[config.mk]
export PLATFORM = sky130hd
export DESIGN_NAME = uart_cmd_decoder
export DESIGN_NICKNAME = d
export VERILOG_FILES = /design/src/rtl/uart_cmd_pkg.sv /design/src/rtl/uart_byte_strobe.sv /design/src/rtl/uart_cmd_decoder.sv
export SDC_FILE = /design/constraint.sdc
export NUM_CORES = 1
export LEC_CHECK = 0
export ABC_AREA = 1
export CAP_MARGIN = 0
export CORE_AREA = 2 2 120 122
export CTS_CLUSTER_DIAMETER = 100
export DETAILED_ROUTE_END_ITERATION = 16
export DIE_AREA = 0 0 122 124
export MAX_ROUTING_LAYER = met4
export PLACE_DENSITY = 0.54
export REMOVE_ABC_BUFFERS = 1
export SLEW_MARGIN = 10
export SYNTH_ARGS = -nofsm -noshare
export SYNTH_HDL_FRONTEND = slang
export SYNTH_SLANG_ARGS = --single-unit
[constraint.sdc]
create_clock -name clk -period 1.3 [get_ports clk]
set_input_delay 0.325 -clock clk [delete_from_list [all_inputs] [get_ports clk]]
set_output_delay 0.325 -clock clk [all_outputs]
set_load 0.02 [all_outputs]
[src/rtl/uart_cmd_pkg.sv]
// Shared constants for the UART command decoder: sync marker default,
// FSM state encodings and error codes.
package uart_cmd_pkg;

  localparam logic [7:0] SYNC_BYTE_DEFAULT = 8'hA5;

  typedef logic [1:0] state_t;
  localparam state_t S_IDLE = 2'd0;
  localparam state_t S_ADDR = 2'd1;
  localparam state_t S_DATA = 2'd2;
  localparam state_t S_CHK  = 2'd3;

  typedef logic [1:0] err_t;
  localparam err_t ERR_NONE    = 2'd0;
  localparam err_t ERR_CHK     = 2'd1;
  localparam err_t ERR_TIMEOUT = 2'd2;
  localparam err_t ERR_OVERRUN = 2'd3;

endpackage

[src/rtl/uart_byte_strobe.sv]
// Rising-edge detector on rx_ready; registers the strobe together with the byte.
module uart_byte_strobe (
  input  logic       clk,
  input  logic       rst,
  input  logic       rx_ready,
  input  logic [7:0] rx_data,
  output logic       byte_stb_p0,
  output logic [7:0] byte_data_p0
);

  logic rx_ready_q;

  // stage p0: the history bit resets high so a level already present at release is not a new byte
  always_ff @(posedge clk) begin
    if (rst) begin
      rx_ready_q  <= 1'b1;
      byte_stb_p0 <= 1'b0;
    end else begin
      rx_ready_q  <= rx_ready;
      byte_stb_p0 <= rx_ready & ~rx_ready_q;
    end
  end

  always_ff @(posedge clk) begin
    byte_data_p0 <= rx_data;
  end

endmodule

[src/rtl/uart_cmd_decoder.sv]
// Parses SYNC/ADDR/WDATA/CHK write frames from the UART byte stream and
// presents one decoded command at a time on a valid/ready output register.
module uart_cmd_decoder
  import uart_cmd_pkg::*;
#(
  parameter int         ADDR_BYTES   = 2,
  parameter int         WDATA_BYTES  = 1,
  parameter logic [7:0] SYNC_BYTE    = SYNC_BYTE_DEFAULT,
  parameter int         TIMEOUT_CLKS = 2048
) (
  input  logic                     clk,
  input  logic                     rst,
  input  logic                     rx_ready,
  input  logic [7:0]               rx_data,
  output logic                     cmd_valid,
  input  logic                     cmd_ready,
  output logic [8*ADDR_BYTES-1:0]  cmd_addr,
  output logic [8*WDATA_BYTES-1:0] cmd_wdata,
  output logic                     chk_err,
  output logic                     timeout_err,
  output logic                     overrun_err
);

  localparam int AW    = 8 * ADDR_BYTES;
  localparam int DW    = 8 * WDATA_BYTES;
  localparam int CNT_W = $clog2((ADDR_BYTES > WDATA_BYTES) ? ADDR_BYTES : WDATA_BYTES) + 1;
  localparam int TW    = $clog2(TIMEOUT_CLKS);

  logic             vld_p0;
  logic [7:0]       byte_p0;
  state_t           state;
  logic [CNT_W-1:0] cnt;
  logic [7:0]       chk;
  logic [TW-1:0]    tcnt;
  logic [AW-1:0]    addr_sh;
  logic [DW-1:0]    wdata_sh;
  err_t             err_code;
  logic             load;

  uart_byte_strobe u_strobe (
    .clk          (clk),
    .rst          (rst),
    .rx_ready     (rx_ready),
    .rx_data      (rx_data),
    .byte_stb_p0  (vld_p0),
    .byte_data_p0 (byte_p0)
  );

  // A checksum failure takes priority; only a good frame can overrun or load.
  always_comb begin
    err_code = ERR_NONE;
    load     = 1'b0;
    if (vld_p0 && state == S_CHK) begin
      if (byte_p0 != chk)
        err_code = ERR_CHK;
      else if (cmd_valid && !cmd_ready)
        err_code = ERR_OVERRUN;
      else
        load = 1'b1;
    end else if (state != S_IDLE && !vld_p0 && tcnt == TW'(TIMEOUT_CLKS - 1)) begin
      err_code = ERR_TIMEOUT;
    end
  end

  // stage p1: FSM, checksum, timeout and output register
  always_ff @(posedge clk) begin
    if (rst) begin
      state       <= S_IDLE;
      cnt         <= '0;
      chk         <= '0;
      tcnt        <= '0;
      cmd_valid   <= 1'b0;
      cmd_addr    <= '0;
      cmd_wdata   <= '0;
      chk_err     <= 1'b0;
      timeout_err <= 1'b0;
      overrun_err <= 1'b0;
    end else begin
      chk_err     <= (err_code == ERR_CHK);
      timeout_err <= (err_code == ERR_TIMEOUT);
      overrun_err <= (err_code == ERR_OVERRUN);

      if (load) begin
        cmd_valid <= 1'b1;
        cmd_addr  <= addr_sh;
        cmd_wdata <= wdata_sh;
      end else if (cmd_valid && cmd_ready) begin
        cmd_valid <= 1'b0;
      end

      if (state == S_IDLE || vld_p0 || err_code == ERR_TIMEOUT)
        tcnt <= '0;
      else
        tcnt <= tcnt + 1'b1;

      if (err_code == ERR_TIMEOUT) begin
        state <= S_IDLE;
      end else if (vld_p0) begin
        case (state)
          S_IDLE: begin
            if (byte_p0 == SYNC_BYTE) begin
              state <= S_ADDR;
              cnt   <= '0;
              chk   <= '0;
            end
          end
          S_ADDR: begin
            chk <= chk ^ byte_p0;
            if (cnt == CNT_W'(ADDR_BYTES - 1)) begin
              state <= S_DATA;
              cnt   <= '0;
            end else begin
              cnt <= cnt + 1'b1;
            end
          end
          S_DATA: begin
            chk <= chk ^ byte_p0;
            if (cnt == CNT_W'(WDATA_BYTES - 1))
              state <= S_CHK;
            else
              cnt <= cnt + 1'b1;
          end
          default: state <= S_IDLE;
        endcase
      end
    end
  end

  always_ff @(posedge clk) begin
    if (vld_p0 && state == S_ADDR)
      addr_sh <= AW'({addr_sh, byte_p0});
    if (vld_p0 && state == S_DATA)
      wdata_sh <= DW'({wdata_sh, byte_p0});
  end

endmodule

==> results.py, run 1 <==
metrics = {
    "synth": {
        "muxShareOfSynthArea": 0,
        "synth.distinct_cells": 25,
        "synth_top_family_by_area": "simple AND/OR/NAND/NOR gates",
        "yosysSeqAreaShare": 0.572,
        "yosys.area_share.simple": 0.263,
        "synth_compound_area_frac": 0.0299,
        "synth_top_area_cell": "dfxtp_1",
        "syn_inst": 406,
        "synthXorXnorAreaFrac": 0.0181,
        "synth_area_um2": 3390,
        "synth.area.top_cells": "dfxtp_1, edfxtp_1, nand2_1, nor2_1, inv_1",
        "ys_warn_count": 0,
        "synth_top_area_frac": 0.360,
        "synth_adder_area_share": 0.0332,
        "syn_avg_cell_area_um2": 8.35,
        "synth-seq-cells": 85,
    },
    "worst_setup_path": {
        "path_max_fanout": 6,
        "r2r_cells": 10,
        "timing.rr.end": "cmd_wdata[1]$_SDFFE_PP0P_",
        "crit_path_start": "u_strobe.byte_data_p0[5]$_DFF_P_",
        "endpoint_kind": "flip-flop",
        "timing.rr.start": "u_strobe.byte_data_p0[5]$_DFF_P_",
        "critPathMaxStageDelay_ps": 340,
        "cp.required_ps": 1540,
        "timing_worst_setup_path_type": "reg -> reg",
        "crit_top_cell": "nand2_2",
        "critical_path_arrival_ps": 1700,
        "worst_setup_path_start_kind": "flip-flop",
        "cp_slowest_cell": "dfxtp_2",
        "r2r_slack_ps": -170,
        "worstPathCellList": "inv_1 > nand2_1 > nand2_2 > nand2_2 > nor2_4 > nand4_4 > buf_12 > clkbuf_16 > nor2_2 > nor2_1",
    },
    "clock_tree": {
        "clkLatencyLatePin_ps": 340,
        "cts.sinks": 85,
        "htreeDepth": 3,
        "cts_root_buffer": "clkbuf_16",
        "cts_tree": "yes",
        "clock_path_buffers": 2,
        "clk_pin_slew_worst_paths_ps": 60,
        "cts_hold_buf": 0,
        "numCtsBuffers": 9,
    },
    "die": {
        "coreArea_um2": 13700,
        "fp-row-count": 43,
        "fp.dieArea_um2": 15100,
        "io_pins": 40,
        "die_h_um": 124,
        "fp.dieW_um": 122,
        "start_util": 0.247,
    },
    "global_routing": {
        "grt_pass1_wl_um": 11500,
        "grt_max_degree": 50,
        "grt_pass1_vias": 2624,
        "grt_usage": 0.102,
        "antenna_found_initial": 0,
        "grt_overflow": 0,
    },
    "finish": {
        "nets": 511,
        "diodes": 0,
        "drive_gt1_frac": 0.408,
        "syn_to_final_growth_pct": 49.0,
        "postLayoutCellArea_um2": 5050,
        "postLayoutCoreUtil": 0.368,
    },
    "timing": {
        "hold_viol_final": 0,
        "max_slew.worst_pin.slew_ps": 248,
        "slew_viol_final": 0,
        "finalWorstSetupSlack_ps": -167,
        "rsz0062_at_grt": "true",
        "finalClockSkew_ps": 6.09,
        "setup_viol": 39,
        "min_period_ps": 1470,
        "whs_ps": 380,
        "fmaxAchievable_mhz": 682,
        "period_share": 1.13,
        "slew_headroom": 0.833,
    },
    "placed_design": {
        "io_buffers": 39,
        "dpl_worst_slack_ps": -327,
        "placed_cell_area_um2": 4260,
        "place_congestion": 0.777,
        "hpwl_um": 4870,
    },
    "power": {
        "leakagePower_uw": 0.00209,
        "total_power_uw": 5210,
        "power_density_nw_per_um2": 1030,
        "peakVddDrop_uv": 592,
    },
    "min_path": {
        "hold_depth": 1,
        "min_from": "u_strobe.rx_ready_q$_SDFF_PP1_",
        "min_path_type": "reg -> reg",
        "whs_endpoint": "u_strobe.byte_stb_p0$_SDFF_PP0_",
    },
    "outcome": {
        "violations": "setup timing",
        "outcome": "complete, but fails checks",
    },
    "detailed_routing": {
        "drtIter0Drc": 138,
        "route.detailed.wl_per_inst_um": 11.7,
        "avgViaCountPerCell": 4.03,
        "drt_first_pass_iters": 4,
        "vias": 2722,
        "final_antenna_net_count": 0,
        "drc": 0,
        "wl_um": 7910,
    },
    "flow_run": {
        "cap_violations": 0,
    },
}
[worst max-delay path: cells and delay by family, from the launching register on]
kind / cells / cell delay, ps
flops: 1 / 340
buf+inv: 3 / 400
simple gates: 7 / 620
[placed cells by master, fill, tap and decap left out, drive strengths merged, types with 2 or more instances in the layout]
master	Yosys	routed
nand2	110	110
nor2	84	84
dfxtp	61	61
inv	57	57
buf	7	51
edfxtp	24	24
clkbuf	5	19
clkdlybuf4s15	0	16
nand3	13	13
clkdlybuf4s50	0	11
o21ai	11	11
ha	9	9
a21oi	8	8
nand4	4	4
xnor2	4	4
xor2	3	3
nor3	3	3
clkinvlp	0	2
clkinv	0	2
[cell families after synthesis]
logic type / Yosys count
buf+inv: 69
flops: 85
simple gates: 216
compound gates: 20
fa+ha+maj: 9
xor+xnor: 7
[area by class of cell]
class / count / area, µm²
tap: 180 / 225
clock inverter: 4 / 25.0
sequential: 85 / 1980
multi-input combinational: 252 / 1510
clock buffer: 12 / 246
timing repair buffer: 85 / 858
fill: 1392 / 8670
inverter: 57 / 216
[report_power, final]
part	internal, µW	switching (µW)
clock network	1340	979
registers	2730	22.1
logic	76.7	67.8
[layer usage]
layer | wire length (µm) | track usage
met4 | 91 | 0.0496
met2 | 4150 | 0.168
met5 | 0 | -
met3 | 361 | 0.0353
met1 | 3310 | 0.110
[registers in the layout, indices dropped and copies added (netlist names)]
name / flops
addr_sh: 16
cmd_addr: 16
cnt: 2
tcnt: 11
wdata_sh: 8
cmd_valid: 1
chk_err: 1
overrun_err: 1
u_strobe.byte_data_p0: 8
timeout_err: 1
u_strobe.byte_stb_p0: 1
state: 2
cmd_wdata: 8
chk: 8
u_strobe.rx_ready_q: 1
[cell usage after synthesis]
library cell,n
edfxtp_1,24
nand3_1,13
nor3_1,3
nor2_4,1
xor2_1,3
buf_6,2
inv_2,1
buf_4,2
nor2_1,71
nand2_1,110
a21oi_1,8
nor2_2,12
inv_1,56
clkbuf_1,5
buf_1,1
dfxtp_1,61
nor3b_1,1
o21ai_0,11
nand4_2,1
ha_1,9
xnor2_1,4
or2_2,1
buf_2,2
o22ai_1,1
nand4_1,3
[per-stage QoR]
| step | instances | TNS (ps) |
|---|---|---|
| 3_3_place_gp | 648 | -9850 |
| 6_report | 675 | -3710 |
| 5_1_grt | 675 | -7520 |
| 2_1_floorplan | 394 | -15850 |
| 3_5_place_dp | 648 | -11440 |
| 4_1_cts | 664 | -1870 |
[repair_timing]
item,in CTS,in global routing
pin swaps,5,11
endpoints found under the setup margin,95,79
buffers inserted,0,5
cloned,0,6
resized for setup,119,106
[worst max path at each step]
stage	to	slack [ps]	cells past startpoint
after floorplan	cmd_addr[0]$_SDFFE_PP0P_	-590	7
after global placement	cmd_wdata[0]$_SDFFE_PP0P_	-310	8
after detailed placement	cmd_wdata[1]$_SDFFE_PP0P_	-330	8
after CTS	cmd_wdata[1]$_SDFFE_PP0P_	-100	10
after global routing	chk[0]$_SDFFE_PP0P_	-240	11
final	cmd_wdata[1]$_SDFFE_PP0P_	-170	10
No activity file was read; power rests on OpenSTA's default activity.
==> run 2, diff against run 1 <==
- DONT_BUFFER_PORTS: unset -> 1
- PLACE_DENSITY: 0.54 -> 0.5
- SKIP_LAST_GASP: unset -> 1
==> results.py, run 2 (synthesized netlist as in run 1, its figures left out) <==
metrics = {
    "clock_tree": {
        "cts_tree": "yes",
        "clkLatencyLatePin_ps": 350,
        "htreeDepth": 3,
        "cts.sinks": 85,
        "clk_pin_slew_worst_paths_ps": 70,
        "clock_path_buffers": 2,
        "numCtsBuffers": 9,
        "cts_root_buffer": "clkbuf_16",
    },
    "detailed_routing": {
        "drc": 0,
        "route.detailed.wl_per_inst_um": 11.1,
        "vias": 2569,
        "final_antenna_net_count": 0,
        "avgViaCountPerCell": 3.94,
        "drtIter0Drc": 104,
        "wl_um": 7220,
        "drt_first_pass_iters": 4,
    },
    "global_routing": {
        "grt_usage": 0.106,
        "antenna_found_initial": 0,
        "grt_pass1_vias": 2521,
        "grt_max_degree": 50,
        "grt_overflow": 0,
        "grt_pass1_wl_um": 11900,
    },
    "timing": {
        "period_share": 1.10,
        "finalWorstSetupSlack_ps": -135,
        "rsz0062_at_grt": "true",
        "setup_viol": 46,
        "hold_viol_final": 0,
        "slew_headroom": 0.834,
        "min_period_ps": 1440,
        "slew_viol_final": 0,
        "finalClockSkew_ps": 8.94,
        "max_slew.worst_pin.slew_ps": 248,
        "fmaxAchievable_mhz": 697,
    },
    "min_path": {
        "whs_endpoint": "chk[3]$_SDFFE_PP0P_",
        "min_path_type": "in -> reg",
        "hold_depth": 1,
        "min_from": "rst",
    },
    "die": {
        "fp.dieArea_um2": 15100,
        "io_pins": 40,
        "coreArea_um2": 13700,
        "start_util": 0.247,
        "fp.dieW_um": 122,
        "die_h_um": 124,
        "fp-row-count": 43,
    },
    "worst_setup_path": {
        "timing.rr.end": "cmd_addr[13]$_SDFFE_PP0P_",
        "r2r_cells": 9,
        "worst_setup_path_start_kind": "flip-flop",
        "critical_path_arrival_ps": 1680,
        "timing_worst_setup_path_type": "reg -> reg",
        "endpoint_kind": "flip-flop",
        "path_max_fanout": 49,
        "r2r_slack_ps": -140,
        "cp.required_ps": 1540,
        "timing.rr.start": "state[0]$_SDFFE_PP0P_",
    },
    "flow_run": {
        "cap_violations": 0,
    },
    "finish": {
        "syn_to_final_growth_pct": 36.2,
        "instances_no_fill": 652,
        "final_common_cell": "nand2_1",
        "drive_gt1_frac": 0.288,
        "final_cell_mix": "nand2_1, nor2_1, inv_1",
        "nets": 488,
        "diodes": 0,
        "reg_top3": "addr_sh x16, cmd_addr x16, tcnt x11",
        "nFillCells": 1360,
    },
    "outcome": {
        "violations": "setup timing",
        "outcome": "complete, but fails checks",
    },
    "power": {
        "total_power_uw": 5470,
        "power_density_nw_per_um2": 1180,
        "peakVddDrop_uv": 749,
        "leakagePower_uw": 0.00196,
    },
    "placed_design": {
        "dpl_worst_slack_ps": -150,
        "hpwl_um": 4710,
        "dp.cells": 619,
        "io_buffers": 0,
        "place_congestion": 0.742,
    },
}
## run 2: worst max-delay path by stage
stage                                                start  cells after the start  slack [ps]                         to
after detailed placement  u_strobe.byte_data_p0[4]$_DFF_P_                      8        -150   cmd_addr[1]$_SDFFE_PP0P_
after global routing                 state[0]$_SDFFE_PP0P_                      9        -240  cmd_wdata[7]$_SDFFE_PP0P_
after CTS                            state[0]$_SDFFE_PP0P_                      9        -110  cmd_addr[13]$_SDFFE_PP0P_
after global placement    u_strobe.byte_data_p0[5]$_DFF_P_                      8        -140   cmd_addr[1]$_SDFFE_PP0P_
after floorplan           u_strobe.byte_data_p0[0]$_DFF_P_                      7        -590   cmd_addr[0]$_SDFFE_PP0P_
final                                state[0]$_SDFFE_PP0P_                      9        -140  cmd_addr[13]$_SDFFE_PP0P_
## run 2: cell type report
| cell class | instances | area (µm²) | area share |
|---|---|---|---|
| well taps | 180 | 225 | 0.0488 |
| clock buffers | 9 | 225 | 0.0488 |
| inverters | 57 | 216 | 0.0469 |
| multi-input cells | 252 | 1360 | 0.293 |
| clock inverters | 7 | 73.8 | 0.0160 |
| flip-flops and latches | 85 | 1960 | 0.424 |
| repair buffers | 62 | 566 | 0.122 |
## run 2: power by group
group | leakage, µW | internal [µW] | switching, µW | total, µW
sequential | 0.000713 | 2730 | 17.7 | 2750
combinational | 0.00110 | 62.7 | 57.8 | 120
clock | 0.000151 | 1500 | 1090 | 2590
## run 2: routing by layer
layer,vias to the layer above,track usage,part of all wire
met4,0,0.0453,0.021
met5,-,-,0
met2,39,0.171,0.48
met3,14,0.0403,0.053
li1,1368,-,-
met1,1148,0.117,0.44
## run 2: worst max-delay path: stages, from the launching register on
cell and delay [ps]:
dfxtp_2 320, buf_4 150, ha_1 190, nand2_1 60, inv_1 60, nand4_2 110, buf_12 230, nand2_1 90
nand2_1 70, nor2_1 40
## run 2: stage by stage
stage | cell area (µm²) | setup TNS, ps | utilization | hold slack, ps
after CTS | 4500 | -3690 | 0.328 | 24.1
after floorplan | 3320 | -15850 | - | 353
final | 4620 | -3540 | 0.337 | 32.8
after global placement | 3950 | -4840 | 0.288 | 353
after global routing | 4620 | -8400 | 0.337 | 19.9
after detailed placement | 3950 | -5990 | 0.288 | 353
## run 2: what timing repair did
action	CTS	global route
hold buffers	8	0
cloned	1	0
endpoints found under the setup margin	64	75
pin swaps	11	18
endpoints found under the hold margin	8	0
resized for setup	39	42
setup buffers	7	4
==> run 3, diff against run 2 <==
- SLEW_MARGIN: 10 -> unset
==> results of run 3 <==
The final DEF is identical to that of run 2; final timing and power are the same.
